## config.mk

```make
export PLATFORM = sky130hd
export DESIGN_NAME = us_ping_scheduler
export DESIGN_NICKNAME = d
export VERILOG_FILES = /design/src/rtl/nav_pkg.sv /design/src/rtl/us_rr_select.sv /design/src/rtl/us_ping_scheduler.sv
export SDC_FILE = /design/constraint.sdc
export NUM_CORES = 1
export LEC_CHECK = 0
export BUFFER_PORTS_ARGS = -buffer_cell sky130_fd_sc_hd__buf_2
export CAP_MARGIN = 20
export CORE_MARGIN = 2
export CORE_UTILIZATION = 45
export CTS_BUF_LIST = sky130_fd_sc_hd__clkbuf_4
export DETAILED_ROUTE_END_ITERATION = 6
export GPL_TIMING_DRIVEN = 1
export PLACE_DENSITY = 0.78
export SLEW_MARGIN = 20
export SYNTH_ARGS = -nofsm -noshare
export SYNTH_HDL_FRONTEND = slang
export SYNTH_SLANG_ARGS = --single-unit
```

## constraint.sdc

```tcl
create_clock -name CLK -period 2.6 [get_ports CLK]
set_input_delay 0.52 -clock CLK [delete_from_list [all_inputs] [get_ports CLK]]
set_output_delay 0.52 -clock CLK [all_outputs]
set_load 0.01 [all_outputs]
```

## src/rtl/nav_pkg.sv

```systemverilog
// Shared navigation definitions: ultrasonic scheduler state encoding,
// sensor index map and default ping timing at 50 MHz.
package nav_pkg;

    typedef enum logic [2:0] {
        IDLE,
        TRIG,
        WAIT_RISE,
        MEASURE,
        GAP
    } us_state_e;

    localparam int US_FRONT_IDX      = 0;
    localparam int US_BACK_IDX       = 1;
    localparam int US_SIDE_FRONT_IDX = 2;
    localparam int US_SIDE_BACK_IDX  = 3;

    localparam int US_NSENS_DEF        = 4;
    localparam int US_W_DEF            = 20;
    localparam int US_TRIG_CYC_DEF     = 250;
    localparam int US_RISE_TO_CYC_DEF  = 50000;
    localparam int US_ECHO_MAX_CYC_DEF = 925000;
    localparam int US_GAP_CYC_DEF      = 10000;

endpackage

```

## src/rtl/us_rr_select.sv

```systemverilog
// Combinational round-robin picker: first enabled sensor after cur_i (or at
// cur_i itself when incl_i is set), wrapping at NSENS-1.
module us_rr_select
    import nav_pkg::*;
#(
    parameter int NSENS = US_NSENS_DEF,
    parameter int IW    = 2
) (
    input  logic [NSENS-1:0] mask_i,
    input  logic [IW-1:0]    cur_i,
    input  logic             incl_i,
    output logic [IW-1:0]    next_o,
    output logic             any_o
);

    assign any_o = |mask_i;

    always_comb begin
        logic found;
        found  = 1'b0;
        next_o = cur_i;
        for (int k = 0; k < NSENS; k++) begin
            int idx;
            idx = (int'(cur_i) + k + (incl_i ? 0 : 1)) % NSENS;
            if (!found && mask_i[IW'(idx)]) begin
                next_o = IW'(idx);
                found  = 1'b1;
            end
        end
    end

endmodule

```

## src/rtl/us_ping_scheduler.sv

```systemverilog
// Round-robin ultrasonic ping scheduler: fires one sensor at a time, times
// the echo width in clock cycles and publishes a per-sensor distance.
module us_ping_scheduler
    import nav_pkg::*;
#(
    parameter int  NSENS        = US_NSENS_DEF,
    parameter int  W            = US_W_DEF,
    parameter int  TRIG_CYC     = US_TRIG_CYC_DEF,
    parameter int  RISE_TO_CYC  = US_RISE_TO_CYC_DEF,
    parameter int  ECHO_MAX_CYC = US_ECHO_MAX_CYC_DEF,
    parameter int  GAP_CYC      = US_GAP_CYC_DEF,
    localparam int IW           = (NSENS > 1) ? $clog2(NSENS) : 1
) (
    input  logic               CLK,
    input  logic               RST,
    input  logic               EN,
    input  logic [NSENS-1:0]   MASK,
    input  logic [NSENS-1:0]   US_I,
    output logic [NSENS-1:0]   US_O,
    output logic [NSENS-1:0]   US_OE,
    output logic [NSENS*W-1:0] DIST,
    output logic [NSENS-1:0]   VALID,
    output logic [NSENS-1:0]   ERR,
    output logic               BUSY,
    output logic [IW-1:0]      CUR
);

    if (longint'(ECHO_MAX_CYC) >= (longint'(1) << W)) begin : g_echo_max_too_wide
        $error("ECHO_MAX_CYC does not fit in the W-bit counter");
    end
    if (longint'(RISE_TO_CYC) >= (longint'(1) << W)) begin : g_rise_to_too_wide
        $error("RISE_TO_CYC does not fit in the W-bit counter");
    end

    localparam logic [W-1:0] TRIG_LAST = W'(TRIG_CYC - 1);
    localparam logic [W-1:0] RISE_LAST = W'(RISE_TO_CYC - 1);
    localparam logic [W-1:0] ECHO_LAST = W'(ECHO_MAX_CYC - 1);
    localparam logic [W-1:0] ECHO_SAT  = W'(ECHO_MAX_CYC);
    localparam logic [W-1:0] GAP_LAST  = W'(GAP_CYC - 1);

    us_state_e        state_q, state_d;
    logic [W-1:0]     cnt_q, cnt_d;
    logic [IW-1:0]    cur_q, cur_d;
    logic             first_q, first_d;
    logic [NSENS-1:0] sync1_q, sync2_q;
    logic [W-1:0]     dist_q [NSENS];
    logic [W-1:0]     dist_d [NSENS];
    logic [NSENS-1:0] err_q, err_d;
    logic [NSENS-1:0] valid_q, valid_d;
    logic [IW-1:0]    next_idx;
    logic             any_en;
    logic             echo_cur;

    // first_q makes the very first search after reset include index 0 itself
    us_rr_select #(.NSENS(NSENS), .IW(IW)) u_rr_select (
        .mask_i (MASK),
        .cur_i  (cur_q),
        .incl_i (first_q),
        .next_o (next_idx),
        .any_o  (any_en)
    );

    assign echo_cur = sync2_q[cur_q];

    always_ff @(posedge CLK) begin
        if (RST) begin
            state_q <= IDLE;
            cnt_q   <= '0;
            cur_q   <= '0;
            first_q <= 1'b1;
            sync1_q <= '0;
            sync2_q <= '0;
            err_q   <= '0;
            valid_q <= '0;
            for (int n = 0; n < NSENS; n++) dist_q[n] <= '0;
        end else begin
            state_q <= state_d;
            cnt_q   <= cnt_d;
            cur_q   <= cur_d;
            first_q <= first_d;
            sync1_q <= US_I;
            sync2_q <= sync1_q;
            err_q   <= err_d;
            valid_q <= valid_d;
            for (int n = 0; n < NSENS; n++) dist_q[n] <= dist_d[n];
        end
    end

    always_comb begin
        state_d = state_q;
        cnt_d   = cnt_q;
        cur_d   = cur_q;
        first_d = first_q;
        err_d   = err_q;
        valid_d = '0;
        for (int n = 0; n < NSENS; n++) dist_d[n] = dist_q[n];

        unique case (state_q)
            IDLE: begin
                if (EN && any_en) begin
                    cur_d   = next_idx;
                    first_d = 1'b0;
                    cnt_d   = '0;
                    state_d = TRIG;
                end
            end
            TRIG: begin
                if (cnt_q == TRIG_LAST) begin
                    cnt_d   = '0;
                    state_d = WAIT_RISE;
                end else begin
                    cnt_d = cnt_q + 1'b1;
                end
            end
            WAIT_RISE: begin
                if (echo_cur) begin
                    cnt_d   = W'(1);
                    state_d = MEASURE;
                end else if (cnt_q == RISE_LAST) begin
                    dist_d[cur_q] = '1;
                    err_d[cur_q]  = 1'b1;
                    valid_d[cur_q] = 1'b1;
                    cnt_d   = '0;
                    state_d = GAP;
                end else begin
                    cnt_d = cnt_q + 1'b1;
                end
            end
            MEASURE: begin
                if (!echo_cur) begin
                    dist_d[cur_q] = cnt_q;
                    err_d[cur_q]  = 1'b0;
                    valid_d[cur_q] = 1'b1;
                    cnt_d   = '0;
                    state_d = GAP;
                end else if (cnt_q == ECHO_LAST) begin
                    dist_d[cur_q] = ECHO_SAT;
                    err_d[cur_q]  = 1'b1;
                    valid_d[cur_q] = 1'b1;
                    cnt_d   = '0;
                    state_d = GAP;
                end else begin
                    cnt_d = cnt_q + 1'b1;
                end
            end
            GAP: begin
                // a stuck-high echo keeps us here so the next ping never hears it
                if (cnt_q != GAP_LAST) cnt_d = cnt_q + 1'b1;
                if (cnt_q == GAP_LAST && !echo_cur) begin
                    cnt_d = '0;
                    if (EN && any_en) begin
                        cur_d   = next_idx;
                        state_d = TRIG;
                    end else begin
                        state_d = IDLE;
                    end
                end
            end
            default: state_d = IDLE;
        endcase
    end

    always_comb begin
        US_OE = '0;
        if (state_q == TRIG) US_OE[cur_q] = 1'b1;
    end

    assign US_O  = US_OE;
    assign VALID = valid_q;
    assign ERR   = err_q;
    assign BUSY  = (state_q != IDLE);
    assign CUR   = cur_q;

    for (genvar n = 0; n < NSENS; n++) begin : g_dist
        assign DIST[n*W +: W] = dist_q[n];
    end

endmodule

```

Word level (Yosys, flattened, before mapping)
Memories as Yosys holds them, arrays and structs flattened.
Index checks and enable logic that the tools add are counted.
{"block": "word_totals", "register_bits": 42, "ramBits": 80, "in_bits": 11, "output_inout_bits": 99, "wordCells": 147, "memories": 1}
{"name": "dist_q", "words": 4, "width": 20, "rd": 4, "rd_ports_with_merged_regs": 0, "wr": 4, "line_no": "us_ping_scheduler.sv:46", "text": "logic [W-1:0] dist_q [NSENS];"}
{"block": "classes", "addsub": 8, "magnitude_cmp": 8, "n_eq_ne": 17, "muxes": 71, "bitwise_logic": 12, "reduce_logical": 22}
{"op": "two-way mux 80 bit", "n": 4}
{"op": "two-way mux 20 bit", "n": 13}
{"op": "one-hot mux 80 bit (2 select lines)", "n": 1}
{"op": "one-hot mux 20 bit (5 select lines)", "n": 1}
{"op": "bitwise mux 80 bit", "n": 1}
{"op": "bitwise OR 80 bit", "n": 1}
{"op": "bitwise AND 44 bit", "n": 1}
{"op": "inverter 44 bit", "n": 1}
{"op": "demux 20 bit (select 2 bit)", "n": 1}
{"op": "two-way mux 4 bit", "n": 9}
{"op": "bitwise OR 36 bit", "n": 1}
{"op": "two-way mux 3 bit", "n": 7}
{"op": "adder 20 x 1 -> 20 bit (second input constant)", "n": 1}
{"op": "== test 20 x 14 -> 1 bit (second input constant)", "n": 1}
{"op": "== test 20 x 16 -> 1 bit (second input constant)", "n": 1}
{"op": "== test 20 bit (second input constant)", "n": 1}
{"op": "== test 20 x 8 -> 1 bit (second input constant)", "n": 1}
{"op": "!= test 20 x 14 -> 1 bit (second input constant)", "n": 1}
{"op": "two-way mux 1 bit", "n": 18}
{"op": "less-than comparator 2 x 4 -> 1 bit (second input constant)", "n": 4}
{"op": "one-hot mux 4 bit (2 select lines)", "n": 2}
{"op": "one-hot mux 3 bit (5 select lines)", "n": 1}
{"op": "two-way mux 2 bit", "n": 6}
{"op": "binary-select mux 1 bit (select 2 bit)", "n": 5}
{"op": "other kinds (30)", "n": 55}

Longest topological paths before layout
{"block": "logic_depth", "depth_word": 18, "ltp_mapped": 10}

Modules after synthesis
From an unflattened synthesis, not the netlist that was laid out.
{"block": "unflattened", "hier_cells": 725, "area_unflattened_um2": 5954.5}
{"mod": "us_ping_scheduler", "instances": 1, "cells_per_inst": 661, "area_per_inst_um2": 5515.3}
{"mod": "us_rr_select", "instances": 1, "cells_per_inst": 64, "area_per_inst_um2": 439.2}

Worst setup path after synthesis
No wires, ideal clock.
{"block": "synth_timing", "path_type": "register to register", "startpoint": "reg cnt_q[0]", "endpoint": "mem dist_q[2][1] (netlist name)", "setup_time_ns": 0.116, "t_arrival_ns": 2.259, "setup_slack_ns": 0.225, "path_stages_with_launch": 10, "path_buffers": 2, "path_cell_list": "dfxtp_1 -> ha_1 -> nand4bb_1 -> nor3b_1 -> nand3_1 -> o22a_1 -> buf_2 -> or3_1 -> buf_2 -> a31o_1"}
{"element": "start: declaration", "line_no": "us_ping_scheduler.sv:42", "text": "logic [W-1:0] cnt_q, cnt_d;"}
{"element": "start signal: assignment", "line_no": "us_ping_scheduler.sv:78", "text": "cnt_q <= cnt_d;"}
{"element": "end: declaration", "line_no": "us_ping_scheduler.sv:46"}

Worst setup path after layout
{"block": "layout_timing", "startpoint": "reg cnt_q[19]", "endpoint": "reg cnt_q[9]"}
{"block": "layout_via", "elab_chain_len": 4, "word_cells_on_any_way": 15, "cone_classes": "6 x eq/ne; 7 x mux; 2 x reduce/logical"}
{"element": "== test 20 bit, or another cell as far along", "line_no": "us_ping_scheduler.sv:136", "text": "end else if (cnt_q == ECHO_LAST) begin"}
{"element": "two-way mux 20 bit, or another cell as far along", "line_no": "us_ping_scheduler.sv:136"}
{"element": "two-way mux 20 bit, or another cell as far along", "line_no": "us_ping_scheduler.sv:130", "text": "if (!echo_cur) begin"}
{"element": "one-hot mux 20 bit (5 select lines) or AND reduction 3 bit (tied branches)"}
Parallel ways exist; a longest one is shown, timed or not.
A chain may end at the register's enable or synchronous reset.

==> metrics.md <==
| Metric | Value |
|---|---|
| Max Clk Rate | `between 400 and 500 MHz` |
| WP data required | `between 3 and 4 ns` |
| Post-Place Worst Slack | `around 0.17 ns` |
| Clock Skew | `around 0.018 ns` |
| Die Footprint | `13300 um2` |
| Pint | `between 3000 and 4000 uW` |
| Cell count after synthesis | `just over 600` |
| Post-CTS Setup Bufs | `0` |
| Antenna diode count | `0` |
| Initial antenna violation count | `0` |
| CP startpoint kind | `register` |
| Final min period | `roughly 2.5 ns` |
| Synth Cell Area | `about 5600 um2` |
| Crit path kind | `register to register` |
| Via Count | `roughly 5300` |
| Area grow syn2layout | `22.3%` |
| Mean post-synth cell area | `about 9 um2` |
| Core ar. | `about 12000 um2` |
| Ys Warns | `0` |
| Clock tree from TritonCTS | `done` |
| WP data arrival | `around 2.9 ns` |
| NumNets Final | `between 700 and 800` |
| CTS Buffer Depth | `2` |
| Slew headroom | `54.6%` |
| Async set-or-reset flop fraction in the synthesized netlist | `0%` |
| Iteration-0 DRC count of the detailed router | `between 400 and 500` |
| Grt total ovfl | `0` |
| DRT Pass-1 Iters | `7` |
| Layout cells sized above 1 | `approximately 30%` |
| Number of vias per cell | `between 5 and 6` |
| Final setup vio count | `0` |
| Final cell count without fillers | `roughly 900` |
| Maximum fanout along the worst path | `12` |
| Register area share after synthesis | `43.9%` |
| Final Hold Vio Count | `0` |
| HP Class | `input pin to register` |
| Finished Cell Area | `slightly below 7000 um2` |
| Slew Viols, Final | `0` |
| Port Buf Inserts | `about 110` |
| Layout fillers | `approximately 1000` |
| RD Place Congestion | `about 0.94` |
| Syn Nets | `635` |
| Post-DRT Antenna Nets | `0` |
| Clk sinks | `approximately 120` |
| Status | `completed` |
| DRC Markers | `0` |
| # IOs | `between 100 and 150` |
| Number of global-route vias before repair | `approximately 5000` |
| Yosys reg bits | `122` |
| Die W | `between 100 and 150 um` |
| P per Cell Area | `between 600 and 700 nW/um2` |
| Area after DPL | `between 6000 and 7000 um2` |
| Final setup margin | `0.130 ns` |
| CTS root buffer | `clkbuf_4` |
| Clock-pin slew of the registers on the worst-case setup and hold paths | `approximately 0.11 ns` |
| Rows | `40` |
| Crit end category | `register` |
| Starting Density | `46.1%` |
| Post-synth EDFFs | `0` |
| Clk_lat worst skew | `0.56 ns` |
| Clk network pwr share | `~29%` |
| Die H | `115 um` |
| GR Util All Layers | `between 20% and 30%` |
| Final worst path period share | `95.0%` |
| Post-Route WL | `15700 um` |
| Top FF cell, synth | `dfxtp_1` |
| First-pass GRT wire length | `around 25000 um` |
| Share of power burned in registers | `between 40% and 50%` |
| P_leak | `between 0.003 and 0.004 uW` |
| Switching portion of total power | `between 30% and 40%` |
| Power, Total | `around 4700 uW` |
| Switching power | `around 1600 uW` |
| Library cells used by synthesis | `54` |
| Comb pwr share | `between 20% and 30%` |
| Num CTS Buffers | `17` |
| Placed Cells | `around 900` |
| Max H-tree Level | `4` |
| WL per Instance | `16.9 um` |
| Max-capacitance violation count | `0` |
| Slew @ Worst Pin | `just under 0.7 ns` |
| VDD IR-drop max | `between 0.5 and 0.6 mV` |
| Pin count of the biggest net entering global routing | `50` |
| Hpwl dp | `around 11000 um` |
-- worst max-delay path, cell delays in order, from the launching register on --
cell and delay [ns]:
dfxtp_1 0.35, or4_4 0.56, nor4_2 0.27, a31oi_1 0.18
or3_1 0.47, o31ai_4 0.30, buf_12 0.17, nor2_1 0.05
-- through the flow --
step	util, %	TNS [ns]	hold WS (ns)
final	56.4	0	0.170
after global routing	56.4	-0.00326	0.128
after CTS	56.3	0	0.144
after detailed placement	54.0	0	0.434
after global placement	54.0	0	0.432
after floorplan	-	0	0.414
-- sequential cells by signal, indices dropped and copies added, names as in the netlist, named ones only --
signal	cells
dist_q	80
CUR	2
sync1_q	4
first_q	1
sync2_q	4
VALID	4
cnt_q	20
state_q	3
-- cell type report --
| cell class | instances | area, um2 | area share (%) |
|---|---|---|---|
| clock inverter | 9 | 126 | 1.86 |
| multi-input combinational | 427 | 2810 | 41.3 |
| tap | 168 | 210 | 3.09 |
| inverter | 11 | 41.3 | 0.607 |
| clock buffer | 20 | 150 | 2.21 |
| sequential | 122 | 2440 | 35.9 |
| timing repair buffer | 169 | 1020 | 15.0 |
-- cells in the mapped netlist (4+ instances only) --
master / number / area [um2]
buf_2: 7 / 35.0
or3_1: 7 / 43.8
and2_1: 15 / 93.8
o21ai_0: 27 / 135
a31o_2: 15 / 131
a21oi_1: 18 / 90.1
clkbuf_1: 44 / 165
inv_1: 11 / 41.3
nor2b_1: 15 / 93.8
dfxtp_1: 122 / 2440
a31oi_1: 4 / 25.0
and3_1: 8 / 50.1
nand3_1: 15 / 75.1
nor2_1: 38 / 143
nand2_1: 62 / 233
ha_1: 4 / 50.1
xor2_1: 9 / 78.8
o22ai_1: 6 / 37.5
o221ai_1: 6 / 52.6
nand4_1: 8 / 50.1
a31o_1: 27 / 236
mux2i_1: 46 / 460
nor3_1: 9 / 45.0
buf_4: 6 / 45.0
nor4_1: 45 / 282
-- power groups by stage --
stage	logic [uW]	registers [uW]	clock network, uW
after floorplan	859	2060	0
after global placement	1270	2060	0
after detailed placement	1310	2070	0
after CTS	1320	2020	1390
after global routing	1450	2040	1490
final	1350	2030	1370
-- final timing paths --
kind	start	end	slack, ns	cells after the start
worst max-delay path	cnt_q[19]$_SDFFE_PP0P_	cnt_q[9]$_SDFFE_PP0P_	0.13	7
worst min-delay path	US_I[1]	sync1_q[1]$_SDFF_PP0_	0.17	2
worst min register to register	sync1_q[3]$_SDFF_PP0_	sync2_q[3]$_SDFF_PP0_	0.45	1
worst max register to register	cnt_q[19]$_SDFFE_PP0P_	cnt_q[9]$_SDFFE_PP0P_	0.13	7
-- routing by layer --
layer | global-route usage [%] | share of wire, % | vias to the layer above
met5 | 0 | 0 | -
met4 | 10.8 | 2.7 | 0
met3 | 6.27 | 6.9 | 41
met2 | 38.6 | 46 | 223
met1 | 31.3 | 44 | 2492
li1 | - | - | 2515
-- cell usage in the layout, fill, tap and decap left out, types with 9 or more instances in the layout --
cell type    n
a21oi_1     18
a31o_1      27
a31o_2      15
and2_1      15
buf_2      109
buf_4       58
clkbuf_4    20
dfxtp_1    122
inv_1       10
mux2i_1     46
nand2_1     62
nand3_1     15
nor2_1      38
nor2b_1     15
nor4_1      45
o21ai_0     27
xor2_1       9
-- what timing repair did --
item / CTS / global route
hold buffers: 0 / 0
gates resized for setup: 0 / 2
endpoints found under the setup margin: 0 / 19
-- logic make-up (layout without fill, tap and decap cells) --
group           Yosys count  in the layout  synth area share (%)
simple gates            238            238                  22.6
buf+inv                  71            209                  5.76
flops                   122            122                  43.9
xor+xnor                 12             12                  1.89
fa+ha+maj                 4              4                 0.900
mux                      49             49                  8.89
compound gates          124            124                  16.0
Power figures use the tool's default switching activity.
